[config.mk]
export PLATFORM = sky130hd
export DESIGN_NAME = ps2_scancode_decoder
export DESIGN_NICKNAME = d
export VERILOG_FILES = /design/src/rtl/ps2_pkg.sv /design/src/rtl/event_fifo.sv /design/src/rtl/ps2_scancode_decoder.sv
export SDC_FILE = /design/constraint.sdc
export NUM_CORES = 1
export LEC_CHECK = 0
export CAP_MARGIN = 20
export CORE_ASPECT_RATIO = 1.2
export CORE_UTILIZATION = 50
export DETAILED_ROUTE_END_ITERATION = 16
export GPL_TIMING_DRIVEN = 1
export PLACE_DENSITY = 0.72
export SYNTH_ARGS = -nofsm -noshare
export SYNTH_HDL_FRONTEND = slang
export SYNTH_HIERARCHICAL = 1
export SYNTH_SLANG_ARGS = --single-unit
[constraint.sdc]
create_clock -name CLK -period 6.5 [get_ports CLK]
set_input_delay 0.975 -clock CLK [delete_from_list [all_inputs] [get_ports CLK]]
set_output_delay 0.975 -clock CLK [all_outputs]
set_load 0.1 [all_outputs]
[src/rtl/ps2_pkg.sv]
// Shared types and constants for the PS/2 scancode decoder.
// The ASCII lookup is only used when SCANCODE_ASCII_EN is defined.
package ps2_pkg;

  typedef enum logic [1:0] {
    StIdle,
    StExt,
    StBrk,
    StExtBrk
  } state_e;

  localparam logic [7:0] CodeExt    = 8'hE0;
  localparam logic [7:0] CodeBrk    = 8'hF0;
  localparam logic [7:0] RespBat    = 8'hAA;
  localparam logic [7:0] RespAck    = 8'hFA;
  localparam logic [7:0] RespEcho   = 8'hEE;
  localparam logic [7:0] RespResend = 8'hFE;
  localparam logic [7:0] RespErr0   = 8'h00;
  localparam logic [7:0] RespErrF   = 8'hFF;
  localparam logic [7:0] CodeLShift = 8'h12;
  localparam logic [7:0] CodeRShift = 8'h59;

  typedef struct packed {
    logic       ext;
    logic       brk;
    logic [7:0] code;
    logic [7:0] ascii;
  } evt_t;

  // Keyboard responses that never start or finish a key sequence.
  function automatic logic is_response(input logic [7:0] code);
    return (code == RespBat) || (code == RespAck) || (code == RespEcho) ||
           (code == RespResend) || (code == RespErr0) || (code == RespErrF);
  endfunction

  // Set-2 scancode to ASCII; letters are upper-cased when shift is held.
  function automatic logic [7:0] scan_to_ascii(input logic [7:0] code, input logic shift);
    logic [7:0] lower;
    logic       letter;
    lower  = 8'h00;
    letter = 1'b1;
    case (code)
      8'h1C: lower = 8'h61;  8'h32: lower = 8'h62;  8'h21: lower = 8'h63;
      8'h23: lower = 8'h64;  8'h24: lower = 8'h65;  8'h2B: lower = 8'h66;
      8'h34: lower = 8'h67;  8'h33: lower = 8'h68;  8'h43: lower = 8'h69;
      8'h3B: lower = 8'h6A;  8'h42: lower = 8'h6B;  8'h4B: lower = 8'h6C;
      8'h3A: lower = 8'h6D;  8'h31: lower = 8'h6E;  8'h44: lower = 8'h6F;
      8'h4D: lower = 8'h70;  8'h15: lower = 8'h71;  8'h2D: lower = 8'h72;
      8'h1B: lower = 8'h73;  8'h2C: lower = 8'h74;  8'h3C: lower = 8'h75;
      8'h2A: lower = 8'h76;  8'h1D: lower = 8'h77;  8'h22: lower = 8'h78;
      8'h35: lower = 8'h79;  8'h1A: lower = 8'h7A;
      default: letter = 1'b0;
    endcase
    if (letter) begin
      return shift ? (lower - 8'h20) : lower;
    end
    case (code)
      8'h16: return 8'h31;  8'h1E: return 8'h32;  8'h26: return 8'h33;
      8'h25: return 8'h34;  8'h2E: return 8'h35;  8'h36: return 8'h36;
      8'h3D: return 8'h37;  8'h3E: return 8'h38;  8'h46: return 8'h39;
      8'h45: return 8'h30;
      8'h29: return 8'h20;
      8'h5A: return 8'h0D;
      8'h66: return 8'h08;
      default: return 8'h00;
    endcase
  endfunction

endpackage

[src/rtl/event_fifo.sv]
// Synchronous show-ahead FIFO. A push into a full FIFO is accepted when a pop
// happens in the same cycle. Depth must be a power of two (>= 2).
module event_fifo #(
  parameter int unsigned Depth = 8,
  parameter int unsigned Width = 8
) (
  input  logic                       clk_i,
  input  logic                       rst_i,
  input  logic                       push_i,
  input  logic [Width-1:0]           wdata_i,
  output logic                       accept_o,
  input  logic                       pop_i,
  output logic [Width-1:0]           rdata_o,
  output logic                       full_o,
  output logic                       empty_o,
  output logic [$clog2(Depth):0]     count_o
);

  localparam int unsigned PtrW = $clog2(Depth);
  localparam int unsigned CntW = PtrW + 1;

  logic [Width-1:0] mem_q [Depth];
  logic [PtrW-1:0]  wptr_q, rptr_q;
  logic [CntW-1:0]  count_q;
  logic             push_ok, pop_ok;

  assign full_o   = (count_q == CntW'(Depth));
  assign empty_o  = (count_q == '0);
  assign pop_ok   = pop_i && !empty_o;
  assign push_ok  = push_i && (!full_o || pop_ok);
  assign accept_o = push_ok;
  assign rdata_o  = mem_q[rptr_q];
  assign count_o  = count_q;

  // Pointer and occupancy registers.
  always_ff @(posedge clk_i) begin
    if (rst_i) begin
      wptr_q  <= '0;
      rptr_q  <= '0;
      count_q <= '0;
    end else begin
      if (push_ok) wptr_q <= wptr_q + 1'b1;
      if (pop_ok)  rptr_q <= rptr_q + 1'b1;
      count_q <= count_q + CntW'(push_ok) - CntW'(pop_ok);
    end
  end

  // Storage; contents are don't-care while empty, so no reset.
  always_ff @(posedge clk_i) begin
    if (push_ok) mem_q[wptr_q] <= wdata_i;
  end

endmodule

[src/rtl/ps2_scancode_decoder.sv]
// Turns a PS/2 set-2 scancode byte stream into make/break key events queued
// in a show-ahead FIFO. Define SCANCODE_ASCII_EN to build the ASCII ROM;
// otherwise EVT_ASCII is 0 and no ascii bits are stored.
module ps2_scancode_decoder
  import ps2_pkg::*;
#(
  parameter int unsigned FIFO_DEPTH     = 8,
  parameter int unsigned TIMEOUT_CYCLES = 2_500_000
) (
  input  logic                          CLK,
  input  logic                          RESET,
  input  logic [7:0]                    CODE,
  input  logic                          CODE_VALID,
  output logic                          EVT_VALID,
  input  logic                          EVT_READY,
  output logic [7:0]                    EVT_CODE,
  output logic                          EVT_EXT,
  output logic                          EVT_BREAK,
  output logic [7:0]                    EVT_ASCII,
  output logic                          SHIFT,
  output logic                          OVERFLOW,
  output logic [$clog2(FIFO_DEPTH):0]   FIFO_COUNT
);

  localparam int unsigned TmoW = $clog2(TIMEOUT_CYCLES + 1);
`ifdef SCANCODE_ASCII_EN
  localparam int unsigned EvtW = 18;
`else
  localparam int unsigned EvtW = 10;
`endif

  state_e          state_q, state_d;
  logic [TmoW-1:0] tmo_q, tmo_d;
  logic            lshift_q, lshift_d;
  logic            rshift_q, rshift_d;
  logic            ovf_q, ovf_d;

  logic            emit, emit_ext, emit_brk;
  logic [7:0]      emit_ascii;
  logic [EvtW-1:0] fifo_wdata, fifo_rdata;
  logic            fifo_accept, fifo_full, fifo_empty, fifo_pop;

  // Prefix parser, timeout counter and shift tracking.
  always_comb begin
    state_d  = state_q;
    tmo_d    = tmo_q;
    lshift_d = lshift_q;
    rshift_d = rshift_q;
    emit     = 1'b0;
    emit_ext = 1'b0;
    emit_brk = 1'b0;

    if (CODE_VALID) begin
      tmo_d = '0;
      case (state_q)
        StIdle: begin
          if (CODE == CodeExt)          state_d = StExt;
          else if (CODE == CodeBrk)     state_d = StBrk;
          else if (!is_response(CODE))  emit = 1'b1;
        end
        StExt: begin
          if (CODE == CodeBrk)          state_d = StExtBrk;
          else if (CODE != CodeExt) begin
            emit     = 1'b1;
            emit_ext = 1'b1;
            state_d  = StIdle;
          end
        end
        StBrk: begin
          if (CODE == CodeExt)          state_d = StExtBrk;
          else if (CODE != CodeBrk) begin
            emit     = 1'b1;
            emit_brk = 1'b1;
            state_d  = StIdle;
          end
        end
        StExtBrk: begin
          if ((CODE != CodeExt) && (CODE != CodeBrk)) begin
            emit     = 1'b1;
            emit_ext = 1'b1;
            emit_brk = 1'b1;
            state_d  = StIdle;
          end
        end
        default: state_d = StIdle;
      endcase
    end else if (state_q == StIdle) begin
      tmo_d = '0;
    end else if (tmo_q == TmoW'(TIMEOUT_CYCLES)) begin
      // Abandon a stale prefix without emitting anything.
      tmo_d   = '0;
      state_d = StIdle;
    end else begin
      tmo_d = tmo_q + 1'b1;
    end

    // Shift state follows the key even if the event is later dropped.
    if (emit && !emit_ext) begin
      if (CODE == CodeLShift) lshift_d = !emit_brk;
      if (CODE == CodeRShift) rshift_d = !emit_brk;
    end
  end

  // ASCII lookup uses the shift state from before this event.
  always_comb begin
`ifdef SCANCODE_ASCII_EN
    emit_ascii = (!emit_ext && !emit_brk) ? scan_to_ascii(CODE, SHIFT) : 8'h00;
    fifo_wdata = {emit_ext, emit_brk, CODE, emit_ascii};
`else
    emit_ascii = 8'h00;
    fifo_wdata = {emit_ext, emit_brk, CODE};
`endif
  end

  // Overflow is sticky until reset.
  always_comb begin
    ovf_d = ovf_q;
    if (emit && !fifo_accept) ovf_d = 1'b1;
  end

  // Parser and status registers.
  always_ff @(posedge CLK) begin
    if (RESET) begin
      state_q  <= StIdle;
      tmo_q    <= '0;
      lshift_q <= 1'b0;
      rshift_q <= 1'b0;
      ovf_q    <= 1'b0;
    end else begin
      state_q  <= state_d;
      tmo_q    <= tmo_d;
      lshift_q <= lshift_d;
      rshift_q <= rshift_d;
      ovf_q    <= ovf_d;
    end
  end

  assign fifo_pop = EVT_VALID && EVT_READY;

  event_fifo #(
    .Depth (FIFO_DEPTH),
    .Width (EvtW)
  ) u_fifo (
    .clk_i    (CLK),
    .rst_i    (RESET),
    .push_i   (emit),
    .wdata_i  (fifo_wdata),
    .accept_o (fifo_accept),
    .pop_i    (fifo_pop),
    .rdata_o  (fifo_rdata),
    .full_o   (fifo_full),
    .empty_o  (fifo_empty),
    .count_o  (FIFO_COUNT)
  );

  // Head fields are forced to 0 while empty so outputs are defined after reset.
  always_comb begin
    EVT_VALID = !fifo_empty;
    EVT_EXT   = 1'b0;
    EVT_BREAK = 1'b0;
    EVT_CODE  = 8'h00;
    EVT_ASCII = 8'h00;
    if (EVT_VALID) begin
`ifdef SCANCODE_ASCII_EN
      EVT_EXT   = fifo_rdata[17];
      EVT_BREAK = fifo_rdata[16];
      EVT_CODE  = fifo_rdata[15:8];
      EVT_ASCII = fifo_rdata[7:0];
`else
      EVT_EXT   = fifo_rdata[9];
      EVT_BREAK = fifo_rdata[8];
      EVT_CODE  = fifo_rdata[7:0];
`endif
    end
  end

  assign SHIFT    = lshift_q || rshift_q;
  assign OVERFLOW = ovf_q;

  // Full is implied by accept; kept for observability of the FIFO interface.
  logic unused_full;
  assign unused_full = fifo_full ^ (|emit_ascii);

endmodule
### Word level (Yosys, flattened, before mapping)

Memory sizes are Yosys's and may differ from the RTL's. A register that Yosys moved wholly into a read port is not among the register bits.
Index checks and enable logic that the tools add are counted.

| storage, ports and cells | value |
|---|---|
| register bits | 37 |
| latch bits | 0 |
| RAM bits | 80 |
| ROM bits | 0 |
| input bits | 12 |
| output and inout bits | 25 |
| word-level logic and storage cells | 93 |
| memories | 1 |

| cells by class | value |
|---|---|
| $add $sub $neg | 5 |
| multiply operators | 0 |
| div/mod/pow operators | 0 |
| order comparisons | 0 |
| equal/unequal tests | 21 |
| shifts and indexed selects | 0 |
| multiplexer cells | 32 |
| bitwise logic cells | 0 |
| reduce and logical (&&, ||, !) cells | 26 |

Memory list:

| name | words | width | rd ports | clocked after Yosys merged registers in | write ports | line | source |
|---|---|---|---|---|---|---|---|
| u_fifo.mem_q | 8 | 10 | 1 | 1 | 1 | event_fifo.sv:22 | `logic [Width-1:0] mem_q [Depth];` |

Operators by type and width:

| cell | count |
|---|---|
| 8-bit == test (second input constant) | 7 |
| 22-bit by 1-bit adder with 22-bit output (second input constant) | 1 |
| 22-bit == test (second input constant) | 1 |
| 2-bit 2-to-1 mux | 10 |
| 8-bit != test (second input constant) | 2 |
| 1-bit 2-to-1 mux | 15 |
| 8-bit by 5-bit == test with 1-bit output (second input constant) | 1 |
| 8-bit by 7-bit == test with 1-bit output (second input constant) | 1 |
| 8-bit zero test | 1 |
| 8-bit 2-to-1 mux | 1 |
| 4-bit != test (second input constant) | 2 |
| 2-bit one-hot mux with 4 select lines | 1 |
| 1-bit logical OR | 7 |
| 3-bit by 1-bit adder with 3-bit output (second input constant) | 2 |
| 1-bit logical AND | 6 |
| 3-bit 2-to-1 mux | 2 |
| 3-bit != test (second input constant) | 2 |
| 6-bit AND reduction | 1 |
| 1-bit zero test | 5 |
| 4-bit by 1-bit adder with 4-bit output | 1 |
| 2-bit == test (second input constant) | 2 |
| 4-bit == test (second input constant) | 1 |
| 4-bit zero test | 1 |
| 1-bit one-hot mux with 2 select lines | 2 |
| 8 further kinds | 9 |

### Longest topological paths before layout

Gate-level depths: netlist (run 1).

| depth | value |
|---|---|
| depth after elaboration | 14 |
| depth in mapped cells | 14 |

### Modules after synthesis

The synthesis (run 1) kept the hierarchy.

By module, submodules not included:

| module | times used | cells an instance | area each (µm²) | sequential area each (µm²) |
|---|---|---|---|---|
| event_fifo | 1 | 211 | 3808.7 | 2662.6 |
| ps2_scancode_decoder | 1 | 187 | 1574.0 | 540.5 |

### Worst setup path after synthesis (run 1)

OpenSTA, ideal clock, no wires.

| timing path | value |
|---|---|
| path type | register to output |
| start point | register u_fifo.count_q[2] (netlist: u_fifo/count_o[2]) |
| end point | output port EVT_BREAK |
| arrival time | 3.173 ns |
| data required time | 5.525 ns |
| path slack | 2.352 ns |
| cell stages (with the launch flop) | 6 |
| buffers on the path | 1 |
| cell sequence | dfxtp_1 > inv_1 > ha_1 > nor3b_1 > clkbuf_1 > nor2b_1 |

| between the ends | value |
|---|---|
| word-level cells in the longest chain between the ends | 2 |

Ends and longest elaborated chain:

| element | line | source |
|---|---|---|
| start: declaration | event_fifo.sv:24 | `logic [CntW-1:0] count_q;` |
| start signal: assignment | event_fifo.sv:44 | `count_q <= count_q + CntW'(push_ok) - CntW'(pop_ok);` |
| 4-bit zero test | event_fifo.sv:28 | `assign empty_o = (count_q == '0);` |
| via fifo_empty | ps2_scancode_decoder.sv:41 | `logic fifo_accept, fifo_full, fifo_empty, fifo_pop;` |
| 1-bit 2-to-1 mux | ps2_scancode_decoder.sv:163 | `if (EVT_VALID) begin` |
| end: declaration | ps2_scancode_decoder.sv:18 | `output logic EVT_BREAK,` |

The timed path passes the listed nets, and every way through them passes these cells.

==> impl.org, run 1 <==
** Outcome
- Run status :: completed

** Pwr
- Across the VDD grid, the largest voltage drop is about 0.21 mV.
- In this run the power density over the cells is ~420 nW/um2.
- The design draws roughly 2.7 mW.
- Leakage power :: 2.16 nW

** Global routing
- Largest net degree at the start of global routing :: 29
- The number of antenna violations at the first check in global routing was 0.
- For this run the aggregate overflow at the end of global routing stands at 0.
- Across every metal layer, demand over resource in global routing totals 0.186.
- Global-route wire length before repair :: 15.6 mm
- The number of global-route vias before repair came to slightly above 3000.

** Synthesis
- Of the total synthesized cell area, the portion taken by XOR and XNOR cells is 0.0342.
- The post-synthesis compound-gate area fraction was 0.0295.
- Post-synthesis instance area :: roughly 5400 um2
- Share of synthesized flip-flops with an asynchronous set or reset :: 0
- Simple-gate portion of the synthesized area :: 0.152
- After technology mapping, the gate count stands at ~400.
- For this run, the register share of the synthesized area comes to 0.595.
- After synthesis, the largest family of logic cells by area is simple AND/OR/NAND/NOR gates.
- Post-synthesis average cell area :: 13.5 um2
- Of the total synthesized cell area, the portion taken by full adders, half adders and majority gates is 0.0288.
- The netlist uses 57 different library cells.
- By area the synthesized netlist is led by edfxtp_1 (45%), dfxtp_1 (15%), mux4_2 (8.4%), mux2_2 (2.5%), xor2_1 (2.4%).
- Synth Warn # :: 6
- Mux cell area share after synthesis :: 0.116
- Library cell occupying the most area in the post-synthesis netlist :: edfxtp_1
- Post-synthesis register bit count :: 120
- The share of synthesized area in the top cell type comes to 0.446.
- Among all flip-flop cells after synthesis, the most frequent one is edfxtp_1.
- Number of synthesized flops with an enable pin :: 80

** Worst setup path
- Maximum fanout count along the critical path :: 20
- Cell breakdown of the critical path :: mux4_2 > mux2_2 > nor2b_1 > clkdlybuf4s50_1
- Worst Setup Path Type :: flop to primary output
- STA classifies the critical path endpoint as a primary output.
- Slowest stage delay, CP :: between 1 and 1.5 ns
- Data arrives at the worst endpoint at approximately 3.2 ns.
- CP max-delay cell :: clkdlybuf4s50_1
- The worst setup path is launched from a flop.
- Data on the critical path is required at its endpoint by around 5.5 ns.

** Hold path
- The path class of the tightest hold or removal check is flop to flop.

** Clock tree
- No sink is reached through more buffers than the 2 on the longest clock path.
- Clock Tree Root :: clkbuf_16
- Clock sink count :: 120
- TritonCTS built the clock tree.
- Resized Gates After CTS :: 0
- Count of hold-fix buffers inserted at cts :: 0
- Clock Latency Late Sink :: between 0.4 and 0.5 ns
- Clock tree synthesis inserted a total of 17 buffers.
- After clock tree synthesis, the clock-pin slew on the worst setup and hold paths is 0.05 ns.
- The number of setup buffers added after CTS is 0.
- H-Tree Depth :: 4

** Place
- Routability-driven placement finished with a final weighted congestion of around 0.79.
- Prior to clock tree synthesis, the placed netlist has a worst setup slack of around 2.2 ns.
- The count of buffers added on input and output ports is 28.
- Including well taps, the total number of placed cells is 542.
- Detailed placement finished with a half-perimeter wire length of 6.32 mm.
- Placed cell area :: ~5800 um2

** Routing
- The final layout contains routed wiring with a total length of 9.57 mm.
- Routed length per placed instance :: roughly 17 um
- Total number of vias :: between 3000 and 4000
- Once detail routing completed, the nets flagged for antenna violations numbered 0.
- The first TritonRoute pass finished after 4 iterations.
- Dividing the detail-routed via count by the number of cells gives approximately 5.5.
- Iteration-0 DRC count of the detailed router :: approximately 220
- Final routed DRC violation total :: 0

** Timing
- Setup repair after global routing left no endpoint under its margin.
- The final max-slew violation count is 0.
- Hold is met by 0.497 ns.
- Static timing analysis puts the maximum clock frequency at approximately 0.24 GHz.
- The clock period could shrink to between 4 and 5 ns.
- Slew @ Worst Pin :: a little over 1 ns
- Setup violations remaining at the end of the flow were counted as 0.
- TNS Setup :: 0 ns
- Of the available clock period, the critical path in the final layout requires 0.643.
- Measured against its own limit, the worst slew margin works out to 0.306.
- Final hold viol count :: 0
- Worst-case setup margin in the final layout :: between 2 and 2.5 ns
- Worst Skew :: 0.0105 ns

** Die
- In this run the standard cell core region covers about 11000 um2.
- Measured along the x axis, the die boundary spans 96.7 um.
- After floorplanning, the core was divided into a little over 40 placement rows.
- Area of the die :: between 10000 and 15000 um2
- The initial utilization of the core area, before any placement, comes to 0.512.
- Die height :: roughly 120 um
- For this design the top-level I/O count stands at 37.

** Final layout
- Post-route standard cell area excluding fillers :: approximately 6400 um2
- For this run, the post-layout net count is 457.
- The count of cells in the finished layout, fillers not included, comes to between 500 and 600.
- Layout cells sized above 1 :: 0.197
- Compared with the post-synthesis result, the final layout area differs by 18.0%.
- Measured on the finished design, the core utilization comes to 0.604.
- Antenna diode count :: 0

** Job
- MaxCap Viol Count :: 0
[critical path: cells and delay by family, from the launching register on]
kind,cells,cell delay [ns]
buffers and inverters,1,1.01
DFF,1,0.96
muxes,2,0.67
and+or+nand+nor,1,0.14
[final timing paths]
check / start / endpoint / slack [ns] / depth (start not counted)
worst max-delay path: flop / EVT_CODE[6] / 2.32 / 4
worst min-delay path: tmo_q[0]$_SDFF_PP0_ / tmo_q[0]$_SDFF_PP0_ / 0.50 / 1
worst max register to register: u_fifo/count_o[2]$_SDFF_PP0_ / u_fifo/count_o[1]$_SDFF_PP0_ / 3.14 / 11
worst min register to register: tmo_q[0]$_SDFF_PP0_ / tmo_q[0]$_SDFF_PP0_ / 0.50 / 1
[per-layer routing]
metal / wire length, um / track usage
met4: 102 / 0.0896
met1: 4090 / 0.211
met3: 365 / 0.0621
met5: 0 / 0
met2: 5020 / 0.321
[placed cells by master (no fill, tap or decap), types with 5 or more instances in the layout]
cell type and count:
edfxtp_1 80, nand2_1 15, xor2_1 15, inv_1 19
nor3_1 12, a21oi_1 8, mux2_2 12, conb_1 8
nand3_1 12, nor4b_1 6, xnor2_1 6, nand4_1 6
buf_4 7, nand2b_1 6, clkbuf_16 17, nor2b_1 15
nor2_1 27, mux4_2 20, ha_1 10, dfxtp_1 40
nor4_1 5, nor2_2 8, clkinv_2 6, clkdlybuf4s50_1 28
[area by class of cell]
| cell class | count | area (um2) |
|---|---|---|
| Fill cell | 782 | 4160 |
| Sequential cell | 120 | 3200 |
| Multi-Input combinational cell | 239 | 1980 |
| Clock buffer | 22 | 454 |
| Timing Repair Buffer | 36 | 344 |
| Tap cell | 129 | 161 |
| Clock inverter | 10 | 128 |
| Inverter | 20 | 80.1 |
[synth_stat cells, types with 10 or more instances]
| cell type | count |
|---|---|
| nor2_1 | 27 |
| edfxtp_1 | 80 |
| mux2_2 | 12 |
| inv_1 | 19 |
| dfxtp_1 | 40 |
| nor3_1 | 12 |
| nand3_1 | 12 |
| nand2_1 | 15 |
| mux4_2 | 20 |
| xor2_1 | 15 |
| nor2b_1 | 15 |
| clkbuf_1 | 10 |
| ha_1 | 10 |
[registers in the layout, indices dropped and copies added (netlist names), 2 cells and up, named ones only]
name and count:
u_fifo/rptr_q 3, tmo_q 22, u_fifo/mem_q 80, u_fifo/count_o 4, state_q 2, u_fifo/wptr_q 3
[cells by family (layout without fill, tap and decap cells)]
logic type,after synthesis,after routing
and+or+nand+nor,139,139
muxes,36,36
other,1,8
xor gates and xnor gates,21,21
DFF,120,120
buffers and inverters,46,88
adders and majority gates,12,12
AOI/OAI and AO/OA,23,23
[where the power goes]
group	total [mW]	internal (mW)	leakage [nW]	switching [mW]
sequential	0.919	0.876	1.07	0.0429
clock	0.912	0.607	0.287	0.304
combinational	0.846	0.253	0.807	0.593
Power figures use the tool's default switching activity.
==> run 2: changes to the inputs <==
Clock period 6.5 ns to 4.2 ns, I/O delays scaled along.
==> run 2 against run 1 <==
  * Non-clock buffer count up 5
  * Clock-buffer cell count down 2
  * First-iteration DRC count down 36%
  * Highest routed layer unchanged
  * Largest cell class unchanged
==> impl.org, run 2 (synthesis results as in run 1) <==
** Die
- The core region is ~11000 um2.
- The die is around 97 um wide.
- Initial Util :: 0.512
- The die covers approximately 11000 um2.
- Die height :: between 100 and 150 um
- After floorplanning, the core was divided into slightly above 40 placement rows.
- Top-Level Pins :: 37

** Timing
- Tightest slew margin relative to the limit :: 0.321
- Setup violations remaining at the end of the flow were counted as 0.
- Max Fclk :: 0.312 GHz
- In the final timing run, aggregate negative setup slack is 0 ns.
- Period minus WS final :: approximately 3.2 ns
- RSZ-0062 raised after global routing :: false
- Share of the clock period used by the worst path after layout :: 0.762
- The final max-slew violation count is 0.
- On the final layout, the worst clock skew is 0.00657 ns.
- The number of hold-slack violations in the final timing report was 0.
- For the pin with the worst max-slew slack, the measured transition is 1.02 ns.

** Clock tree
- In this run, CTS created clock tree buffers numbering 17.
- The H-tree was split into 4 levels.
- Count of hold-fix buffers inserted at cts :: 0
- Clock tree from TritonCTS :: yes
- Setup repair bufs after CTS :: 0
- In this run the clock root is driven by a clkbuf_16.
- Clock sink count :: 120
- Clock Latency Late Sink :: 0.41 ns
- Number of buffers on the longest clock path :: 2
- Resized Gates After CTS :: 0
- Clk pin slew, worst setup/hold paths :: roughly 0.050 ns

** Job
- Across the run, the number of max-cap violations was 0.

** Global routing
- Global router's overall resource usage :: 0.196
- Largest net degree at the start of global routing :: 29
- For this run the aggregate overflow at the end of global routing stands at 0.
- Antenna violations before repair :: 0
- Global-route wire length before repair :: 16.5 mm
- The number of global-route vias before repair is 3201.

** Worst setup path
- Worst path bufs/invs :: 3
- Kind of end point of the critical path :: flop
- Crit path DAT :: between 3 and 4 ns
- Top Family by Delay on Critical Path :: compound AO/OA/AOI/OAI gates
- Cell breakdown of the critical path :: clkdlybuf4s50_1 > nor2_1 > a31o_2 > a21boi_0 > o41a_1 > o21ai_1 > inv_1 > ha_1 > inv_1 > fa_1 > xor2_1 > nor2_1
- On the worst path, the slowest cell contributes a delay of around 0.80 ns.
- CP max-delay cell :: clkdlybuf4s50_1
- The worst setup path is of the primary input to flop kind.
- Along the worst path, the maximum fanout reaches 15.
- STA classifies the critical path startpoint as a primary input.
- For the worst setup path, the data required time is between 4 and 5 ns.

** Routing
- Total number of vias :: roughly 3200
- Final routed DRC violation total :: 0
- Dividing the detail-routed wire length by the instance count gives approximately 18 um.
- Routed via count divided by cell count :: 5.53
- The count of nets left with antenna violations once routing finished came out at 0.
- Iteration-0 DRC count of the detailed router :: ~140
- Aggregate routed wire length :: about 10 mm
- Detailed Routing Iterations Pass 1 :: 4

** Hold path
- Class of the tightest hold or removal check :: flop to flop

** Place
- Number of input and output port buffers inserted :: 28
- Routability-driven placement finished with a final weighted congestion of 0.773.
- Once detailed placement completed, the half-perimeter wirelength came to ~6.4 mm.

** Final layout
- The final layout contains 462 nets.
- Compared with the post-synthesis result, the final layout area differs by 19.2%.
- The filler cells instantiated in the layout total ~810.
- Antenna diode count :: 0
- Commonest cells after routing, fill and taps aside :: edfxtp_1 (80), dfxtp_1 (40), nor2_1 (27)
- Register name with the most flops :: u_fifo/mem_q
- Leaving out fill and tap cells, the most frequent cell in the layout is edfxtp_1.
- The register with the most flip-flops in the layout has 80 of them.
- Layout cells sized above 1 :: 0.224

** Pwr
- Summing internal, switching and leakage power gives 4.31 mW.
- VDD sags by at most between 0.4 and 0.5 mV.
- Of the total power, registers draw 0.330.
- Power per cell area :: approximately 670 nW/um2
- Net load switching power :: between 1 and 1.5 mW
- The internal portion of the total power is between 2 and 3 mW.
- Clock share of power :: 0.365
- The share of total power dissipated in combinational logic is 0.305.
- For this design the static power due to leakage is approximately 2.2 nW.
- Of the total power, the share spent switching nets is 0.342.

** Outcome
- Run status :: completed
[run 2: cell count changes in the layout (fill, tap and decap cells not counted), moves of 2 or more]
cell,before,now
clkdlybuf4s50_1,28,18
clkinv_1,0,2
bufinv_16,3,6
buf_4,7,23
clkinv_2,6,3
[run 2: metal layers]
metal / part of all wire / vias to the layer above / GRT usage
met3: 0.034 / 20 / 0.0513
li1: - / 1550 / -
met1: 0.42 / 1585 / 0.221
met4: 0.026 / 0 / 0.0935
met5: 0 / - / 0
met2: 0.52 / 55 / 0.348
[run 2: path summary, 6_finish.rpt]
kind,startpoint,end,slack (ns),depth (start not counted)
setup / recovery,CODE[4],u_fifo/count_o[2]$_SDFF_PP0_,1.0,12
hold / removal,tmo_q[0]$_SDFF_PP0_,tmo_q[0]$_SDFF_PP0_,0.49,1
setup reg to reg,u_fifo/count_o[2]$_SDFF_PP0_,u_fifo/count_o[2]$_SDFF_PP0_,1.20,13
hold reg to reg,tmo_q[0]$_SDFF_PP0_,tmo_q[0]$_SDFF_PP0_,0.49,1
[run 2: cell type report]
cell class / count / area, um2 / share of cell area
multi-input combinational: 239 / 1980 / 0.309
sequential: 120 / 3200 / 0.499
inverter: 20 / 80.1 / 0.0125
clock inverter: 11 / 203 / 0.0316
clock buffer: 20 / 437 / 0.0680
timing repair buffer: 41 / 353 / 0.0550
tap: 129 / 161 / 0.0251
[run 2: through the flow]
| stage | cell area (um2) | util | cells | hold WS [ns] | setup WS [ns] |
|---|---|---|---|---|---|
| finish | 6420 | 0.610 | 580 | 0.495 | 0.999 |
| global route | 6420 | 0.610 | 580 | 0.544 | 0.714 |
| CTS | 6420 | 0.610 | 580 | 0.503 | 0.970 |
| detailed placement | 5780 | 0.550 | 549 | 0.491 | 0.561 |
| global placement | 5780 | 0.550 | 549 | 0.479 | 0.673 |
| floorplan | 5410 | - | 405 | 0.452 | 0.295 |
[run 2: power groups by stage]
stage	combinational [mW]	sequential [mW]	clock, mW
finish	1.31	1.42	1.57
global placement	1.30	1.44	0
detailed placement	1.31	1.44	0
global route	1.39	1.43	1.64
CTS	1.32	1.42	1.59
floorplan	0.968	1.52	0
==> run 3: changes to the inputs <==
Settings changed: PLACE_DENSITY 0.72 to 0.75.
Clock period 4.2 ns to 2.7 ns, I/O delays scaled along.
==> run 3 against run 2 <==
  * Clock skew up 0.0062 ns
  * Setup slack worse by 0.83 ns
  * Global-route usage up 0.59 points
  * Clock power up 45%
  * Wire length up 1.0%
==> impl.org, run 3 (synthesis results as in run 1) <==
** Die
- Die height :: 116 um
- Initial Util :: 0.512
- Area of the die :: around 11000 um2
- In this run the horizontal extent of the chip is ~97 um.
- Core Region :: approximately 11000 um2
- Total number of placement rows :: 41
- 37 I/O pins were placed.

** Clock tree
- Clock tree from TritonCTS :: yes
- Clock sink count :: between 100 and 150
- H-Tree Depth :: 4
- For this design, the CTS-stage hold fixing added 0 buffers.
- Buffers added to address setup during post-CTS repair amount to 0.
- Counting the buffers created by CTS gives 17.
- In this run, post-CTS repair resized a total of 0 instances.
- Number of buffers on the longest clock path :: 2
- After clock tree synthesis, the clock-pin slew on the worst setup and hold paths is 0.05 ns.
- Clock Latency Late Sink :: 0.41 ns
- Clock Tree Root :: clkbuf_16

** Worst setup path
- The number of cells on the worst reg-to-reg path is 12.
- The worst setup path is launched from a flop.
- Endpoint of the worst-slack reg-to-reg timing path :: u_fifo/count_o[2]$_SDFF_PP0_
- STA puts the critical path data required time at around 2.3 ns.
- Crit path DAT :: around 2.1 ns
- The worst setup path is of the flop to primary output kind.
- Maximum fanout count along the critical path :: 20
- In this run the register-to-register setup slack is roughly 0.37 ns.
- Beginning of the worst register-to-register path :: u_fifo/count_o[2]$_SDFF_PP0_
- Kind of end point of the critical path :: primary output

** Outcome
- Run status :: completed

** Final layout
- Growth of design area from synthesis to finish :: 25.5%
- Post-route standard cell area excluding fillers :: approximately 6800 um2
- The final layout contains about 480 nets.
- In the final layout, the share of cells above drive strength 1 is 0.316.
- Max FFs per register :: 80
- Measured on the finished design, the core utilization comes to 0.643.
- Commonest cells after routing, fill and taps aside :: edfxtp_1 (80), dfxtp_1 (36), buf_4 (32)
- The filler cells instantiated in the layout total 742.
- 0 antenna diodes ended up in the layout.
- Register name with the most flops :: u_fifo/mem_q
- The library cell used most frequently in the layout, excluding fill and tap cells, is edfxtp_1.
- Finished Layout Cells :: a little under 600

** Timing
- Worst-case setup margin in the final layout :: ~0.16 ns
- At the pin with the least slew margin, the transition time is 0.566 ns.
- Worst Skew :: around 0.013 ns
- In the finished design, the share of the clock period the worst path needs comes to 0.939.
- Setup repair after global routing left no endpoint under its margin.
- For this run, the top clock speed supported by timing is a little under 0.4 GHz.
- Measured against its own limit, the worst slew margin works out to 0.617.
- The final max-slew violation count was 0.
- After layout, the minimum clock period comes to 2.54 ns.
- Number of setup violations in the final report :: 0
- The number of hold-slack violations in the final timing report is 0.

** Hold path
- The worst hold path belongs to the class flop to flop.
- Worst hold path endpoint :: tmo_q[0]$_SDFF_PP0_
- Launch instance of the worst min-delay path :: tmo_q[0]$_SDFF_PP0_
- Counting instances, the worst hold path has a depth of 1.

** Job
- Max-cap violations in this run came to 0.

** Routing
- Aggregate routed wire length :: 10.3 mm
- Final routed DRC violation total :: 0
- Routed length per placed instance :: about 17 um
- The first routing iteration left 130 violations.
- After detailed routing, the number of vias per cell comes to 5.49.
- The count of nets left with antenna violations once routing finished came out at 0.
- Total number of vias :: between 3000 and 4000
- The first TritonRoute pass finished after 5 iterations.

** Pwr
- Total power after layout :: 7.02 mW
- VDD sags by at most roughly 0.46 mV.
- The analysis attributes to cell leakage a power of between 2 and 2.5 nW.
- Power per cell area :: 1040 nW/um2

** Place
- The congestion estimate from routability-driven global placement came to around 0.77.
- The placed instances occupy a cell area of 6150 um2.
- DPL Wire Length :: slightly below 7 mm
- Pre-CTS setup slack :: -0.175 ns
- Cell count after placement :: between 500 and 600
- Number of input and output port buffers inserted :: 28

** Global routing
- Global-route congestion overflow total :: 0
- Global router's overall resource usage :: 0.202
- The first global-routing pass estimated ~17 mm of wire.
- Antenna violations before repair :: 0
- Entering global routing, the biggest net connects 23 pins.
- Vias in the first global route :: approximately 3300
[run 3: per-stage QoR]
step	hold slack, ns	TNS, ns
after floorplan	0.452	-0.00227
after global placement	0.474	-1.82
after detailed placement	0.483	-5.95
after CTS	0.495	0
after global routing	0.522	0
final	0.490	0
[run 3: area by class of cell]
class	instances	area, um2	area share
Tap cell	129	161	0.0239
Sequential cell	120	3210	0.475
Clock inverter	11	154	0.0228
Multi-Input combinational cell	239	2070	0.306
Timing Repair Buffer	57	631	0.0933
Inverter	20	80.1	0.0118
Clock buffer	21	450	0.0667
[run 3: layer usage]
metal	track usage	wire length (um)	vias to the layer above
met5	0	0	-
met4	0.0896	158	0
met3	0.0615	483	12
met2	0.349	5380	75
met1	0.233	4290	1610
li1	-	-	1583
[run 3: worst max-delay path, stage by stage (launching register included)]
cell and delay (ns):
dfxtp_1 0.35, buf_12 0.21, mux4_2 0.52, mux2_2 0.29
nor2b_2 0.17, buf_12 0.17
[run 3: power by group]
part           internal, mW  switching (mW)
logic                 0.957            1.55
registers              2.12           0.117
clock network          1.55           0.731
[run 3: worst max path at each step]
stage                                      start                      endpoint  slack, ns  depth (start not counted)
finish                                      flop                     EVT_BREAK       0.16                          5
global route                             CODE[5]  u_fifo/count_o[2]$_SDFF_PP0_       0.07                         13
CTS                                         flop                     EVT_BREAK       0.14                          5
detailed placement                       CODE[2]  u_fifo/count_o[1]$_SDFF_PP0_      -0.17                         10
global placement                         CODE[7]  u_fifo/count_o[2]$_SDFF_PP0_      -0.08                         12
floorplan           u_fifo/count_o[2]$_SDFF_PP0_  u_fifo/count_o[2]$_SDFF_PP0_     -0.002                         14
